<file path="src/rtl/key_event_decoder.sv">
// Key level to PRESS/RELEASE/LONG/REPEAT event decoder feeding a FWFT event FIFO.
// Optional build macro: KEY_EVENT_REPEAT_EN enables periodic REPEAT events while long-held.
module key_event_decoder #(
  parameter bit          pActiveLow          = 1'b1,
  parameter int unsigned pClockDividerFactor = 1000000,
  parameter int unsigned pLongPressTicks     = 100,
  parameter int unsigned pRepeatTicks        = 20,
  parameter int unsigned pFifoDepth          = 4
) (
  input  logic                          iwClk,
  input  logic                          iwnRst,
  input  logic                          iwKeyLevel,
  input  logic                          iwEventReady,
  output logic                          orEventValid,
  output logic [1:0]                    orEventCode,
  output logic [$clog2(pFifoDepth):0]   orEventCount,
  output logic                          orOverflow,
  input  logic                          iwClrOverflow,
  output logic                          orKeyHeld
);

  localparam int unsigned AW = $clog2(pFifoDepth);
  localparam int unsigned CW = AW + 1;
  localparam logic [31:0]   DIV_LAST   = 32'(pClockDividerFactor - 1);
  localparam logic [31:0]   LONG_T     = 32'(pLongPressTicks);
  localparam logic [CW-1:0] FULL_COUNT = CW'(pFifoDepth);

  typedef enum logic [1:0] {IDLE, PRESSED, LONGHELD} state_t;
  typedef enum logic [1:0] {
    EV_PRESS   = 2'b00,
    EV_RELEASE = 2'b01,
    EV_LONG    = 2'b10,
    EV_REPEAT  = 2'b11
  } event_t;

  state_t      state, state_nxt;
  logic [31:0] presc, presc_nxt;
  logic [31:0] hold, hold_nxt, hold_inc;
  logic        pressed;
  logic        push;
  event_t      push_code;

  logic [1:0]    mem [pFifoDepth];
  logic [AW-1:0] wr_ptr, rd_ptr;
  logic [CW-1:0] count;
  logic          full, pop, wr_en, drop, overflow;

  assign pressed  = iwKeyLevel ^ pActiveLow;
  assign hold_inc = (hold == '1) ? hold : hold + 32'd1;

  always_ff @(posedge iwClk or negedge iwnRst) begin
    if (!iwnRst) begin
      state <= IDLE;
      presc <= '0;
      hold  <= '0;
    end else begin
      state <= state_nxt;
      presc <= presc_nxt;
      hold  <= hold_nxt;
    end
  end

  // Release is checked first in every held state so it pre-empts a LONG/REPEAT on the same edge.
  always_comb begin
    state_nxt = state;
    presc_nxt = presc;
    hold_nxt  = hold;
    push      = 1'b0;
    push_code = EV_PRESS;
    unique case (state)
      IDLE: begin
        if (pressed) begin
          state_nxt = PRESSED;
          push      = 1'b1;
          push_code = EV_PRESS;
          presc_nxt = '0;
          hold_nxt  = '0;
        end
      end
      PRESSED: begin
        if (!pressed) begin
          state_nxt = IDLE;
          push      = 1'b1;
          push_code = EV_RELEASE;
          presc_nxt = '0;
          hold_nxt  = '0;
        end else if (presc == DIV_LAST) begin
          presc_nxt = '0;
          if (hold_inc == LONG_T) begin
            state_nxt = LONGHELD;
            push      = 1'b1;
            push_code = EV_LONG;
            hold_nxt  = '0;
          end else begin
            hold_nxt = hold_inc;
          end
        end else begin
          presc_nxt = presc + 32'd1;
        end
      end
      LONGHELD: begin
        if (!pressed) begin
          state_nxt = IDLE;
          push      = 1'b1;
          push_code = EV_RELEASE;
          presc_nxt = '0;
          hold_nxt  = '0;
        end
`ifdef KEY_EVENT_REPEAT_EN
        else if (presc == DIV_LAST) begin
          presc_nxt = '0;
          if (hold_inc == 32'(pRepeatTicks)) begin
            push      = 1'b1;
            push_code = EV_REPEAT;
            hold_nxt  = '0;
          end else begin
            hold_nxt = hold_inc;
          end
        end else begin
          presc_nxt = presc + 32'd1;
        end
`endif
      end
      default: state_nxt = IDLE;
    endcase
  end

  assign full  = (count == FULL_COUNT);
  assign pop   = (count != '0) && iwEventReady;
  assign wr_en = push && (!full || pop);
  assign drop  = push && full && !pop;

  always_ff @(posedge iwClk) begin
    if (wr_en) mem[wr_ptr] <= push_code;
  end

  always_ff @(posedge iwClk or negedge iwnRst) begin
    if (!iwnRst) begin
      wr_ptr   <= '0;
      rd_ptr   <= '0;
      count    <= '0;
      overflow <= 1'b0;
    end else begin
      if (wr_en) wr_ptr <= wr_ptr + AW'(1);
      if (pop)   rd_ptr <= rd_ptr + AW'(1);
      unique case ({wr_en, pop})
        2'b10:   count <= count + CW'(1);
        2'b01:   count <= count - CW'(1);
        default: ;
      endcase
      if (drop)               overflow <= 1'b1;
      else if (iwClrOverflow) overflow <= 1'b0;
    end
  end

  // Head is gated so the stale, unreset storage never shows while empty.
  assign orEventValid = (count != '0);
  assign orEventCode  = orEventValid ? mem[rd_ptr] : 2'b00;
  assign orEventCount = count;
  assign orOverflow   = overflow;
  assign orKeyHeld    = (state != IDLE);

endmodule

</file>
<file path="config.mk">
export PLATFORM = sky130hd
export DESIGN_NAME = key_event_decoder
export DESIGN_NICKNAME = d
export VERILOG_FILES = /design/src/rtl/key_event_decoder.sv
export SDC_FILE = /design/constraint.sdc
export NUM_CORES = 1
export LEC_CHECK = 0
export ABC_CLOCK_PERIOD_IN_PS = 4300
export CAP_MARGIN = 20
export CORE_ASPECT_RATIO = 0.7
export CORE_MARGIN = 3
export CORE_UTILIZATION = 30
export CTS_CLUSTER_DIAMETER = 150
export CTS_CLUSTER_SIZE = 24
export DETAILED_ROUTE_END_ITERATION = 8
export GPL_TIMING_DRIVEN = 0
export PLACE_DENSITY = 0.52
export RECOVER_POWER = 50
export SKIP_LAST_GASP = 1
export SYNTH_ARGS = -nofsm -noshare
export SYNTH_HDL_FRONTEND = slang
export SYNTH_SLANG_ARGS = --single-unit
</file>
<file path="constraint.sdc">
create_clock -name iwClk -period 4.3 [get_ports iwClk]
set_input_delay 1.075 -clock iwClk [delete_from_list [all_inputs] [get_ports iwClk]]
set_output_delay 1.075 -clock iwClk [all_outputs]
set_load 0.02 [all_outputs]
</file>
* Word level (Yosys, flattened, before mapping)
Memories as Yosys holds them, arrays and structs flattened.
Cells that the tools add are included.
** Storage, ports and cells
- Output and inout port bits :: 8
- Bits in writable memories :: 8
- Logic and storage cells :: 75
- Memories :: 1
- Register bits after elaboration :: 74
- Input port bits :: 5
- Bits in read-only memories :: 0
- Bits in latches :: 0
** Operators by class
- Add/sub/neg operators :: 6
- Shifts and indexed selects :: 0
- Bitwise operators :: 0
- $lt $le $gt $ge :: 0
- Reductions and logical operators :: 16
- Multiply operators :: 0
- Div/mod/pow operators :: 0
- Eq/ne operators :: 12
- Muxes and demuxes :: 33
** Memories
- mem :: depth 4, bits a word 2, rd ports 1, clocked after memory_dff 0, write ports 1, line 43 : logic [1:0] mem [pFifoDepth];
** Operators by type and width (count)
- $mux 32 :: 8
- $pmux 32 s3 :: 2
- $add 32x1->32 const B :: 2
- $eq 32x20->1 const B :: 1
- $eq 32x32->1 const B :: 1
- $eq 32x7->1 const B :: 1
- $mux 2 :: 9
- $mux 1 :: 10
- $reduce_and 4->1 :: 2
- $ne 3x3->1 const B :: 2
- $pmux 2 s3 :: 1
- $pmux 3 s2 :: 1
- $reduce_bool 2->1 :: 3
- $reduce_bool 3->1 :: 2
- $add 2x1->2 const B :: 2
- $eq 2x1->1 const B :: 2
- $eq 2x2->1 const B :: 2
- $logic_and 1x1->1 :: 4
- $ne 2x2->1 const B :: 2
- $pmux 2 s2 :: 1
- $add 3x1->3 const B :: 1
- $eq 3x3->1 const B :: 1
- $pmux 1 s3 :: 1
- $reduce_and 3->1 :: 1
- 4 further kinds :: 5

* Longest topological paths before layout
Gate-level depths: netlist of the first run.
- Depth after elaboration :: 10
- Depth in mapped cells :: 17
- Gate-level depth less buffers :: 15

* Worst setup path after synthesis of the first run
OpenSTA, ideal clock, no wires.
- Path kind :: flip-flop to flip-flop
- From :: register hold[0]
- To :: register count[2] (netlist: orEventCount[2])
- Data arrival time :: 3.893 ns
- Path buffers :: 1
- Data required time :: 4.170 ns
- Cell stages (with the launch flop) :: 17
- Clock period less this slack :: 4.023 ns
- Slack :: 0.277 ns
- Library setup time :: 0.130 ns
- Cell sequence :: dfrtp_1 -> ha_1 -> nand4_2 -> or3_1 -> buf_2 -> nor3_1 -> mux2_2 -> a211oi_1 -> nand4_1 -> o31ai_2 -> nor3b_4 -> nor2_1 -> fa_1 -> inv_1 -> nand3_1 -> o22a_1 -> xnor2_1
** Between the ends
- Word-level cells in the longest chain between the ends :: 10
- Elaborated cells between the ends (all ways) :: 13
- Classes of those cells :: 1 x add/sub; 4 x eq/ne; 6 x mux; 2 x reduce/logical
** Ends and longest elaborated chain
- start: declaration :: line 38 : logic [31:0] hold, hold_nxt, hold_inc;
- start signal: assignment :: line 59 : hold <= hold_nxt;
- $add 32x1->32 / $eq 32x32->1 (equally long branches) :: line 49 : assign hold_inc = (hold == '1) ? hold : hold + 32'd1;
- $mux 32 (*) :: line 49
- $eq 32x7->1 (*) :: line 89 : if (hold_inc == LONG_T) begin
- $mux 1 (*) :: line 89
- $mux 1 (*) :: line 87 : end else if (presc == DIV_LAST) begin
- $mux 1 (*) :: line 81 : if (!pressed) begin
- $pmux 1 s3 (*) :: line 70 : unique case (state)
- $logic_and 1x1->1 (*) :: line 130 : assign wr_en = push && (!full || pop);
- $eq 2x1->1 / $eq 2x2->1 (equally long branches) :: line 146 : unique case ({wr_en, pop})
- $pmux 3 s2 / $reduce_bool 2->1 (equally long branches)
- end signal: assignment :: line 147 : 2'b10: count <= count + CW'(1);
- end signal: assignment :: line 148 : 2'b01: count <= count - CW'(1);
- end: declaration :: line 45 : logic [CW-1:0] count;
Every way passes the cells marked *; elsewhere a longest branch is shown, timed or not.
A chain may end at the register's enable or synchronous reset.

* Final worst setup path of the first run
- From :: register hold[1]
- To :: register count[2] (netlist: orEventCount[2])
The elaborated chain is that of the path after synthesis.

==> reports/qor.yml, run 1 <==
clock_network:
  htree_levels: 3
  cts.sinks: 82
  clkSlewWorstSetupHoldPaths_ns: 0.07
  cts-root-buf: "clkbuf_16"
  cts_tree: "done"
  clock_latency_ns: 0.35
  clock_path_buffers: 2
  cts_buffers: 9
floorplanning:
  die_x_um: 162
  start_util_pct: 30.9
  coreArea_mm2: 0.0165
  ios: 13
  die_area_mm2: 0.0186
  die_y_um: 115
  fp-row-count: 39
setup_path:
  crit_path_end_kind: "register"
  regToRegSetupSlack_ns: 0.14
  crit_path_start_kind: "register"
  criticalPathCategory: "register to register"
  crit_arrival_ns: 4.39
  reg2regPathDepth: 17
  r2r-end: "orEventCount[2]$_DFFE_PN0P_"
  r2r_start: "hold[1]$_DFFE_PN0P_"
  cp.required_ns: 4.53
  crit_fanout: 7
route:
  drtIter0Drc: 549
  ant_nets: 0
  wl_um: 14000
  wl_per_cell_um: 16.5
  detailroute.via_count: 4559
  via_per_inst: 5.38
  drc: 0
  dr.pass1.iters: 5
global_route:
  grt_util_all_layers_pct: 15.5
  grt_overflow: 0
  antenna_found_initial: 0
  first_global_vias: 4261
  grt_max_degree: 53
  grt_pass1_wl_um: 23400
synth:
  synth_seq_cells: 82
  synth_top_family_by_area: "simple AND/OR/NAND/NOR gates"
  synthMuxAreaShare_pct: 1.82
  synthCells: 588
  synthXorXnorAreaFrac_pct: 5.50
  async_flop_share_pct: 90.2
  yosys.area_share.simple_pct: 28.0
  synthesis.area_mm2: 0.00509
  synth_area_per_cell_um2: 8.66
  synth_edf_count: 8
  yosys_warnings: 0
  ys.flop_type: "dfrtp_1"
  synthAdderAreaFrac_pct: 2.85
  syn_nets: 604
  ys_types: 61
  synth_compound_area_share_pct: 16.7
  yosysSeqAreaShare_pct: 41.1
cells_and_area:
  fin_area_mm2: 0.00591
  nNetsFinal: 633
  area_growth_pct: 16.0
  final_common_cell: "dfrtp_1"
  layout_common_cells: "73 x dfrtp_1, 71 x nand2_1, 59 x o21ai_0"
  diodes: 0
  drive_gt1_share_pct: 9.65
  final_core_util_pct: 35.8
job:
  maxCapViolations: 0
sta:
  final_max_slew_viol_count: 0
  worstMarginPinSlew_ns: 1.32
  setup_viol: 0
  min_period_ns: 4.16
  period_share_pct: 96.8
  rsz0062_at_grt: "true"
  hold_viol: 0
  tns_ns: 0
  max_slew_margin_pct: 11.7
  fin_worst_skew_ns: 0.0107
  max_freq_mhz: 240
place:
  place_congestion: 0.917
  place_area_mm2: 0.00552
  dp_hpwl_um: 10000
  port_buffers: 12
worst_hold_path:
  hold_class: "register to register"
  min_to: "orEventCount[2]$_DFFE_PN0P_"
  whs_path_depth: 1
  worstHoldStart: "orEventCount[2]$_DFFE_PN0P_"
power_and_ir_drop:
  power_mw: 2.47
  leakagePower_nw: 2.29
  irDropWorstVdd_mv: 0.216
  power_density_mw_per_mm2: 417
run_status:
  run_status: "finished clean"
[power breakdown]
| part | total, mW | internal, mW | switching [mW] |
|---|---|---|---|
| combinational | 0.748 | 0.297 | 0.451 |
| sequential | 0.940 | 0.863 | 0.0774 |
| clock | 0.778 | 0.409 | 0.369 |
| total | 2.47 | 1.57 | 0.897 |
[through the flow]
stage | setup WS, ns | hold WS, ns | instances
detailed placement | -0.345 | 0.508 | 826
CTS | 0.0252 | 0.518 | 844
global placement | -0.597 | 0.485 | 825
floorplan | 0.277 | 0.472 | 588
finish | 0.136 | 0.512 | 847
global route | -0.172 | 0.532 | 847
[area by class of cell]
class,instances,area (µm²)
Buffer,32,139
Clock buffer,9,225
Clock inverter,7,71.3
Fill cell,1729,10600
Inverter,17,63.8
Multi-Input combinational cell,456,2870
Sequential cell,82,2090
Tap cell,225,282
Timing Repair Buffer,19,164
[critical path, cell delays in order, from the launching register on]
cell	delay, ns
dfrtp_1	0.45
ha_4	0.21
nand4_4	0.15
or3_1	0.33
buf_2	0.19
or4_1	0.51
buf_2	0.19
a211oi_1	0.22
o22a_1	0.23
nand4_1	0.16
o31ai_4	0.25
nor3b_4	0.24
nor2_1	0.07
fa_1	0.36
inv_1	0.08
nand3_1	0.06
o22a_1	0.20
xnor2_1	0.13
[routing by layer]
| layer | wire (µm) | share of wire, % | up-vias | track usage (%) |
|---|---|---|---|---|
| li1 | - | - | 2194 | - |
| met2 | 5640 | 40 | 164 | 22.0 |
| met4 | 97 | 0.69 | 0 | 2.90 |
| met5 | 0 | 0 | - | 0 |
| met3 | 990 | 7.1 | 11 | 2.66 |
| met1 | 7250 | 52 | 2190 | 24.7 |
[Yosys cell counts, types with 2 or more instances]
master	number	area share, %
or3_1	16	2.0
buf_2	11	1.1
a21oi_1	28	2.8
nor2b_1	5	0.61
mux2_2	2	0.44
nor2_1	45	3.3
xnor2_1	13	2.2
nand2b_1	7	0.86
edfxtp_1	8	4.7
nor4_1	13	1.6
ha_1	10	2.5
nand2_1	71	5.2
o21ai_0	59	5.8
nor4b_1	3	0.52
nor3_1	13	1.3
a31oi_1	6	0.74
or2_2	2	0.25
dfrtp_1	74	36
and4_1	10	1.7
inv_1	17	1.3
nand3b_1	3	0.44
o31a_1	2	0.34
a211oi_1	5	0.74
o41ai_1	5	0.86
nor3b_1	3	0.44
o211a_1	2	0.39
mux4_2	2	0.88
a211o_1	2	0.34
and3_1	13	1.6
or4_1	3	0.44
and2_1	9	1.1
a21o_1	2	0.29
nand3_1	29	2.8
nand4_1	19	2.3
o21ai_1	4	0.39
xor2_1	19	3.3
o31ai_1	9	1.3
clkbuf_1	19	1.4
o22a_1	3	0.52
[worst max path at each step]
stage / from / to / slack (ns) / cells past startpoint
after floorplan: hold[0]$_DFFE_PN0P_ / orEventCount[2]$_DFFE_PN0P_ / 0.28 / 16
after global placement: iwnRst / hold[14]$_DFFE_PN0P_ / -0.60 / 1
after detailed placement: hold[0]$_DFFE_PN0P_ / orEventCount[2]$_DFFE_PN0P_ / -0.34 / 16
after CTS: hold[1]$_DFFE_PN0P_ / orEventCount[2]$_DFFE_PN0P_ / 0.03 / 17
after global routing: hold[6]$_DFFE_PN0P_ / orEventCount[2]$_DFFE_PN0P_ / -0.17 / 16
final: hold[1]$_DFFE_PN0P_ / orEventCount[2]$_DFFE_PN0P_ / 0.14 / 17
[what timing repair did]
item                       in CTS  in global routing
hold buffers                    0                  0
gates resized for setup         6                  8
setup buffers                   2                  4
setup endpoints to repair      25                 39
pin swaps                       2                  3
[kinds of logic after synthesis]
| group | Yosys count |
|---|---|
| buf+inv | 50 |
| xor+xnor | 32 |
| compound gates | 138 |
| simple gates | 269 |
| mux | 6 |
| fa+ha+maj | 11 |
| flops | 82 |
[state kept, by name, summed over array words and instances (netlist names)]
signal / cells
wr_ptr: 2
presc: 32
orEventCount: 3
state: 2
orOverflow: 1
hold: 32
mem: 8
rd_ptr: 2
Power figures use the tool's default switching activity.
==> run 2: changes to the inputs <==
ABC_CLOCK_PERIOD_IN_PS = unset   (was 4300)
RECOVER_POWER = unset   (was 50)
==> reports/qor.yml, run 2 (synthesis gave the netlist of run 1 again) <==
global_route:
  antenna_found_initial: 0
  busiest_layer: "met1"
  grt_max_degree: 53
  grt_util_all_layers_pct: 15.5
  grt_use_met3_pct: 2.66
  first_global_vias: 4261
  grt_overflow: 0
  use_met2_pct: 22.0
  met1_usage_pct: 24.7
  grt_pass1_wl_um: 23400
floorplanning:
  coreArea_mm2: 0.0165
  start_util_pct: 30.9
  ios: 13
  die_area_mm2: 0.0186
  die_x_um: 162
  die_y_um: 115
  fp-row-count: 39
route:
  wl_per_cell_um: 16.5
  drtIter0Drc: 526
  via_per_inst: 5.37
  ant_nets: 0
  dr.pass1.iters: 5
  drc: 0
  wl_um: 14000
  detailroute.via_count: 4548
cells_and_area:
  reg_top3: "hold x32, presc x32, mem x8"
  diodes: 0
  regArea_mm2: 0.00209
  fillers: 1728
  fin_area_mm2: 0.00593
  drive_gt1_share_pct: 9.81
  nNetsFinal: 633
  layout_common_cells: "73 x dfrtp_1, 71 x nand2_1, 59 x o21ai_0"
  final_cells: 847
  area_growth_pct: 16.5
  multi_input_area_mm2: 0.00287
  final_core_util_pct: 36.0
  final_common_cell: "dfrtp_1"
place:
  port_buffers: 12
  place_area_mm2: 0.00552
  place_congestion: 0.917
  dp_hpwl_um: 10000
  post-place-cells: 826
worst_hold_path:
  worstHoldStart: "presc[0]$_DFFE_PN0P_"
  hold_class: "register to register"
clock_network:
  clkSlewWorstSetupHoldPaths_ns: 0.07
  cts_buffers: 9
  htree_levels: 3
  clock_path_buffers: 2
  cts.sinks: 82
  clock_latency_ns: 0.35
  cts-root-buf: "clkbuf_16"
  cts_tree: "done"
  cts-hold-fix-buffers: 0
setup_path:
  crit_arrival_ns: 4.39
  crit_path_end_kind: "register"
  crit_path_start_kind: "register"
  regToRegSetupSlack_ns: 0.14
  criticalPathCategory: "register to register"
  slowest_delay_ns: 0.52
  worstPathCellList: "ha_4 -> nand4_4 -> or3_1 -> buf_2 -> or4_1 -> buf_2 -> a211oi_1 -> o22a_1 -> nand4_1 -> o31ai_4 -> nor3b_4 -> nor2_1 -> fa_1 -> inv_1 -> nand3_1 -> o22a_1 -> xnor2_1"
  cp.required_ns: 4.53
  crit_family: "simple AND/OR/NAND/NOR gates"
  path_buf_inv: 3
  crit_path_top_delay_cell: "or4_1"
  crit_start: "hold[1]$_DFFE_PN0P_"
  r2r_start: "hold[1]$_DFFE_PN0P_"
  crit_fanout: 7
sta:
  setup_viol: 0
  final_max_slew_viol_count: 0
  max_slew_margin_pct: 33.4
  worstMarginPinSlew_ns: 0.990
  rsz0062_at_grt: "true"
  fin_worst_skew_ns: 0.00968
  tns_ns: 0
  min_period_ns: 4.16
  period_share_pct: 96.8
  max_freq_mhz: 240
  hold_viol: 0
job:
  maxCapViolations: 0
power_and_ir_drop:
  irDropWorstVdd_mv: 0.217
  leakagePower_nw: 2.29
  power_density_mw_per_mm2: 417
run_status:
  run_status: "finished clean"
## run 2: cell count changes in the layout (fill, tap and decap cells not counted)
cell / before / now
clkbuf_1: 19 / 18
clkbuf_2: 2 / 1
clkdlybuf4s50_1: 6 / 11
buf_4: 7 / 8
dlygate4sd3_1: 5 / 0
buf_16: 0 / 1
## run 2: what timing repair did
item	in CTS	in global routing
setup buffers	2	4
gates resized for setup	6	8
pin swaps	2	3
hold endpoints to repair	0	0
endpoints found under the setup margin	25	39
## run 2: worst paths after layout
check | endpoint | depth (start not counted)
min in group asynchronous | wr_ptr[0]$_DFFE_PN0P_ | 1
worst min-delay path | presc[0]$_DFFE_PN0P_ | 1
worst min register to register | presc[0]$_DFFE_PN0P_ | 1
max in group asynchronous | hold[13]$_DFFE_PN0P_ | 2
worst max-delay path | orEventCount[2]$_DFFE_PN0P_ | 17
worst max register to register | orEventCount[2]$_DFFE_PN0P_ | 17
## run 2: power by group
group	leakage, nW	internal (mW)	switching (mW)
Sequential	1.09	0.862	0.0779
Combinational	1.06	0.305	0.451
Clock	0.139	0.409	0.370
Total	2.29	1.58	0.898
## run 2: stage by stage
stage | setup WS [ns] | power, mW | hold slack, ns
4_1_cts | 0.0252 | 2.47 | 0.518
6_report | 0.137 | 2.47 | 0.512
3_3_place_gp | -0.597 | 1.66 | 0.485
2_1_floorplan | 0.277 | 1.41 | 0.472
5_1_grt | -0.172 | 2.63 | 0.532
3_5_place_dp | -0.345 | 1.68 | 0.508
## run 2: cell type report
class,instances,area share (%)
plain buffers,32,2.34
clock buffers,9,3.80
clock inverters,7,1.20
inverters,17,1.08
multi-input cells,456,48.4
flip-flops and latches,82,35.3
well taps,225,4.74
repair buffers,19,3.20
## run 2: per-layer routing
layer | share of wire, % | routed length, µm | vias to the layer above
met5 | 0 | 0 | -
met4 | 0.68 | 95 | 0
met3 | 6.1 | 853 | 9
met2 | 40 | 5650 | 132
met1 | 53 | 7380 | 2210
li1 | - | - | 2197
==> RTL change 1: new RTL, config.mk and constraints of run 2 <==
Make the reset (`iwnRst`) synchronous in 2 clocked blocks.
--- a/src/rtl/key_event_decoder.sv
+++ b/src/rtl/key_event_decoder.sv
@@ -49,5 +49,5 @@
   assign hold_inc = (hold == '1) ? hold : hold + 32'd1;
 
-  always_ff @(posedge iwClk or negedge iwnRst) begin
+  always_ff @(posedge iwClk) begin
     if (!iwnRst) begin
       state <= IDLE;
@@ -135,5 +135,5 @@
   end
 
-  always_ff @(posedge iwClk or negedge iwnRst) begin
+  always_ff @(posedge iwClk) begin
     if (!iwnRst) begin
       wr_ptr   <= '0;
Formal check against the unedited RTL: differs if iwnRst is asserted again (counterexample within 4 cycles, from zero or initial values and one cycle with iwnRst low); with iwnRst held inactive, the same outputs for 10 cycles.
==> RTL change 1 against run 2 <==
Area after synthesis fell by 1.4%; maximum frequency rose by 2.1%; cell area fell by 0.80%; routed wire length rose by 8.8%; setup slack improved by 84 ps; sequential cell count rose by 2; largest cell class unchanged.
Power is not compared: it rests on default switching activity, and its combinational part moved more than twofold at a synthesized area within 25%.
==> RTL change 1: results (changes against run 2) <==
STA
  • Worst-margin pin slew: 821.5 ps (-168.9 ps)
  • Final Skew: 7.305 ps (-2.370 ps)

Route
  • WL met1: 7798 µm (+5.6%)
  • Met3 wire len: 1427 µm (+67%)
  • Avg WL per Cell: 17.23 µm (+4.4%)
  • 1st-iter DRT viols: 561 (+6.7%)
  • Routed wl met2: 5772 µm (+2.2%)

Logic synthesis
  • Ys async rst share: 0% (-90 points)
  • Syn_nets: 645 (+6.8%)
  • Synth cell types: 70 (+15%)
  • Synth area leaders: dfxtp_1 30%, nor2_1 5.3%, nand2_1 5.0%, edfxtp_1 4.8%, a21oi_1 4.5%
  • Post-synth top cells: 76 x dfxtp_1, 71 x nor2_1, 67 x nand2_1
  • Post-synthesis sequential area ratio: 35.06% (-6.0 points)
  • Synthesized area per cell: 7.989 µm² (-7.8%)

Global route
  • Met3 GRT Util: 4.338% (+1.7 points)
  • Total track usage: 16.68% (+1.2 points)
  • First-pass GRT wire length: 24540 µm (+5.0%)
  • Met1 GRT Util: 26.50% (+1.8 points)
  • Vias in the first global route: 4498 (+5.6%)
  • Met2 usage: 22.03% (+0.037 points)
  • Largest net degree at the start of global routing: 16 (-70%)

Min path
  • Hold Path Stages: 2 (+1)
  • Worst hold path class: register to register

Worst setup path
  • Critical path's slowest cell: a32oi_1
  • Crit path largest cell delay: 450 ps (-70 ps)
  • Reg2reg path depth: 16 (-1)
  • Worst Path Arrival: 4270 ps (-120 ps)

Pwr
  • Total power: between 2000 and 2500 µW
  • Reg power frac: 41.1%

Place
  • I/O Buffers: 11 (-1)
  • HPWL after detailed placement: 11280 µm (+13%)
  • Gpl congestion: 0.9495 (+3.5%)
  • Placed Cells: 860 (+4.1%)
  • Placed cell area: 0.005410 mm² (-2.0%)

Outcome
  • Outcome: finished, final reports clean

Final layout
  • Share of cells above drive strength 1: 9.502% (-0.30 points)
  • Filler cells: 1663 (-3.8%)
  • Layout Nets: 674 (+6.5%)

Clocking
  • Total setup buffers inserted after CTS: 3 (+1)
  • Post_cts resized: 7 (+1)
[RTL change 1: area by class of cell]
class / count / area (µm²) / share of cell area (%)
plain buffers: 31 / 136.4 / 2.317
clock buffers: 10 / 229.0 / 3.889
clock inverters: 6 / 112.6 / 1.913
inverters: 13 / 48.80 / 0.8289
multi-input cells: 496 / 3120 / 53.01
flip-flops and latches: 84 / 1764 / 29.97
well taps: 220 / 275.3 / 4.676
repair buffers: 23 / 200.2 / 3.401
[RTL change 1: logic make-up after synthesis]
logic type	synth area share, %
compound gates	15.21
xor+xnor	6.101
fa+ha+maj	2.888
buf+inv	4.034
flops	35.06
mux	3.536
simple gates	33.17
[RTL change 1: worst paths after layout]
path | start | to | slack (ps)
setup / recovery | hold[0] | orEventCount[1] | 220
hold / removal | presc[18] | presc[18] | 500
setup reg to reg | hold[0] | orEventCount[1] | 220
hold reg to reg | presc[18] | presc[18] | 500
==> RTL change 2: new RTL, flow settings as in run 2 <==
Without the edit above. Add a define of `KEY_EVENT_REPEAT_EN`.
--- a/src/rtl/key_event_decoder.sv
+++ b/src/rtl/key_event_decoder.sv
@@ -1,4 +1,6 @@
 // Key level to PRESS/RELEASE/LONG/REPEAT event decoder feeding a FWFT event FIFO.
 // Optional build macro: KEY_EVENT_REPEAT_EN enables periodic REPEAT events while long-held.
+`define KEY_EVENT_REPEAT_EN
+
 module key_event_decoder #(
   parameter bit          pActiveLow          = 1'b1,
Formal check against the unedited RTL: same outputs for any inputs over 4 cycles, from zero or initial values and one cycle with iwnRst low; that may be too few to reach the edited logic, so the function may still have changed.
==> RTL change 2 against run 2 <==
Routed wire length rose by 6.2%; cell area rose by 7.6%; area after synthesis rose by 8.9%; global-route usage fell by 0.44 points; synthesized cell count rose by 6.6%; sequential share of layout area fell by 2.5 points; critical path depth fell by 3; power rose by 18%; setup slack improved by 24 ps; largest power group is now combinational logic; sequential cell count did not move; combinational power rose by 40%.
==> RTL change 2: results (changes against run 2) <==
Place
  • Placed Cells: 870 (+5.3%)
  • Gpl congestion: 0.8621 (-6.0%)
  • I/O Buffers: 10 (-2)
  • HPWL after detailed placement: 10610 µm (+6.0%)
  • Placed cell area: 0.005972 mm² (+8.2%)
  • DP Worst Slack: -61.58 ps (+283.2 ps)

STA
  • Final Skew: 8.620 ps (-1.055 ps)
  • Worst-margin pin slew: 903.3 ps (-87.07 ps)
  • Final hold slack: 509.4 ps (-2.337 ps)

Global route
  • First-pass GRT wire length: 24840 µm (+6.3%)
  • Vias in the first global route: 4660 (+9.4%)
  • Largest net degree at the start of global routing: 55 (+3.8%)
  • Total track usage: 15.08% (-0.44 points)

Route
  • DR vias/cell: 5.575 (+3.8%)

Final layout
  • Non-Filler Instances: 892 (+5.3%)
  • Share of cells above drive strength 1: 12.56% (+2.7 points)
  • Layout Nets: 673 (+6.3%)

Logic synthesis
  • Syn_nets: 644 (+6.6%)
  • Post-synthesis sequential area ratio: 37.72% (-3.4 points)
  • Post-synth top cells: 74 x dfrtp_1, 69 x nand2_1, 55 x nor2_1

Worst setup path
  • Crit Path Max Fanout: 10 (+3)
  • Worst Path Arrival: 4360 ps (-30 ps)
  • Reg2reg setup slack: 160 ps (+20 ps)
  • Setup crit start: hold[26]

Pwr
  • Reg power frac: 32.6% (-5.4 points)
  • VDD IR-drop max: 0.2056 mV (-5.0%)

Outcome
  • Outcome: finished, final reports clean
RTL change 2: repair_timing:
item / 4_1_cts / 5_1_grt
hold buffers: 0 / 0
hold endpoints to repair: 0 / 0
cloned: 0 / 0
pin swaps: 1 / 1
setup endpoints to repair: 2 / 24
buffers inserted: 1 / 5
gates resized for setup: 1 / 5
RTL change 2: critical path: stages (launching register included):
cell      delay [ps]
dfrtp_1          340
clkbuf_1         390
nand3_1          160
nor4_1           640
a21oi_1          300
a311oi_1         450
o211ai_2         160
nor4_4           410
a31oi_4          190
nor2b_4          200
fa_1             390
inv_1            110
a31oi_1           90
o41ai_1           90
nand2_1          100
RTL change 2: layout make-up:
| cell class | instances | area [µm²] |
|---|---|---|
| clock inverter | 6 | 112.6 |
| inverter | 20 | 75.07 |
| multi-input combinational | 485 | 3198 |
| sequential | 82 | 2093 |
| clock buffer | 10 | 229.0 |
| fill | 1806 | 11230 |
| tap | 231 | 289.0 |
| timing repair buffer | 18 | 181.4 |
| buffer | 40 | 209.0 |
RTL change 2: logic make-up after synthesis:
logic type | count (synthesis) | share of synthesized area [%]
AO/OA/AOI/OAI | 156 | 20.69
XOR/XNOR | 32 | 5.053
adder cells (fa/ha/maj) | 12 | 2.842
buffers and inverters | 60 | 5.120
flip-flops | 82 | 37.72
multiplexers | 6 | 1.669
AND/OR/NAND/NOR | 279 | 26.91
RTL change 2: per-layer routing:
| layer | vias up | routed length, µm | global-route usage (%) |
|---|---|---|---|
| met5 | - | 0 | 0 |
| met4 | 0 | 269 | 4.701 |
| met3 | 22 | 715 | 2.634 |
| met2 | 120 | 6213 | 21.12 |
| met1 | 2440 | 7656 | 23.31 |
| li1 | 2391 | - | - |
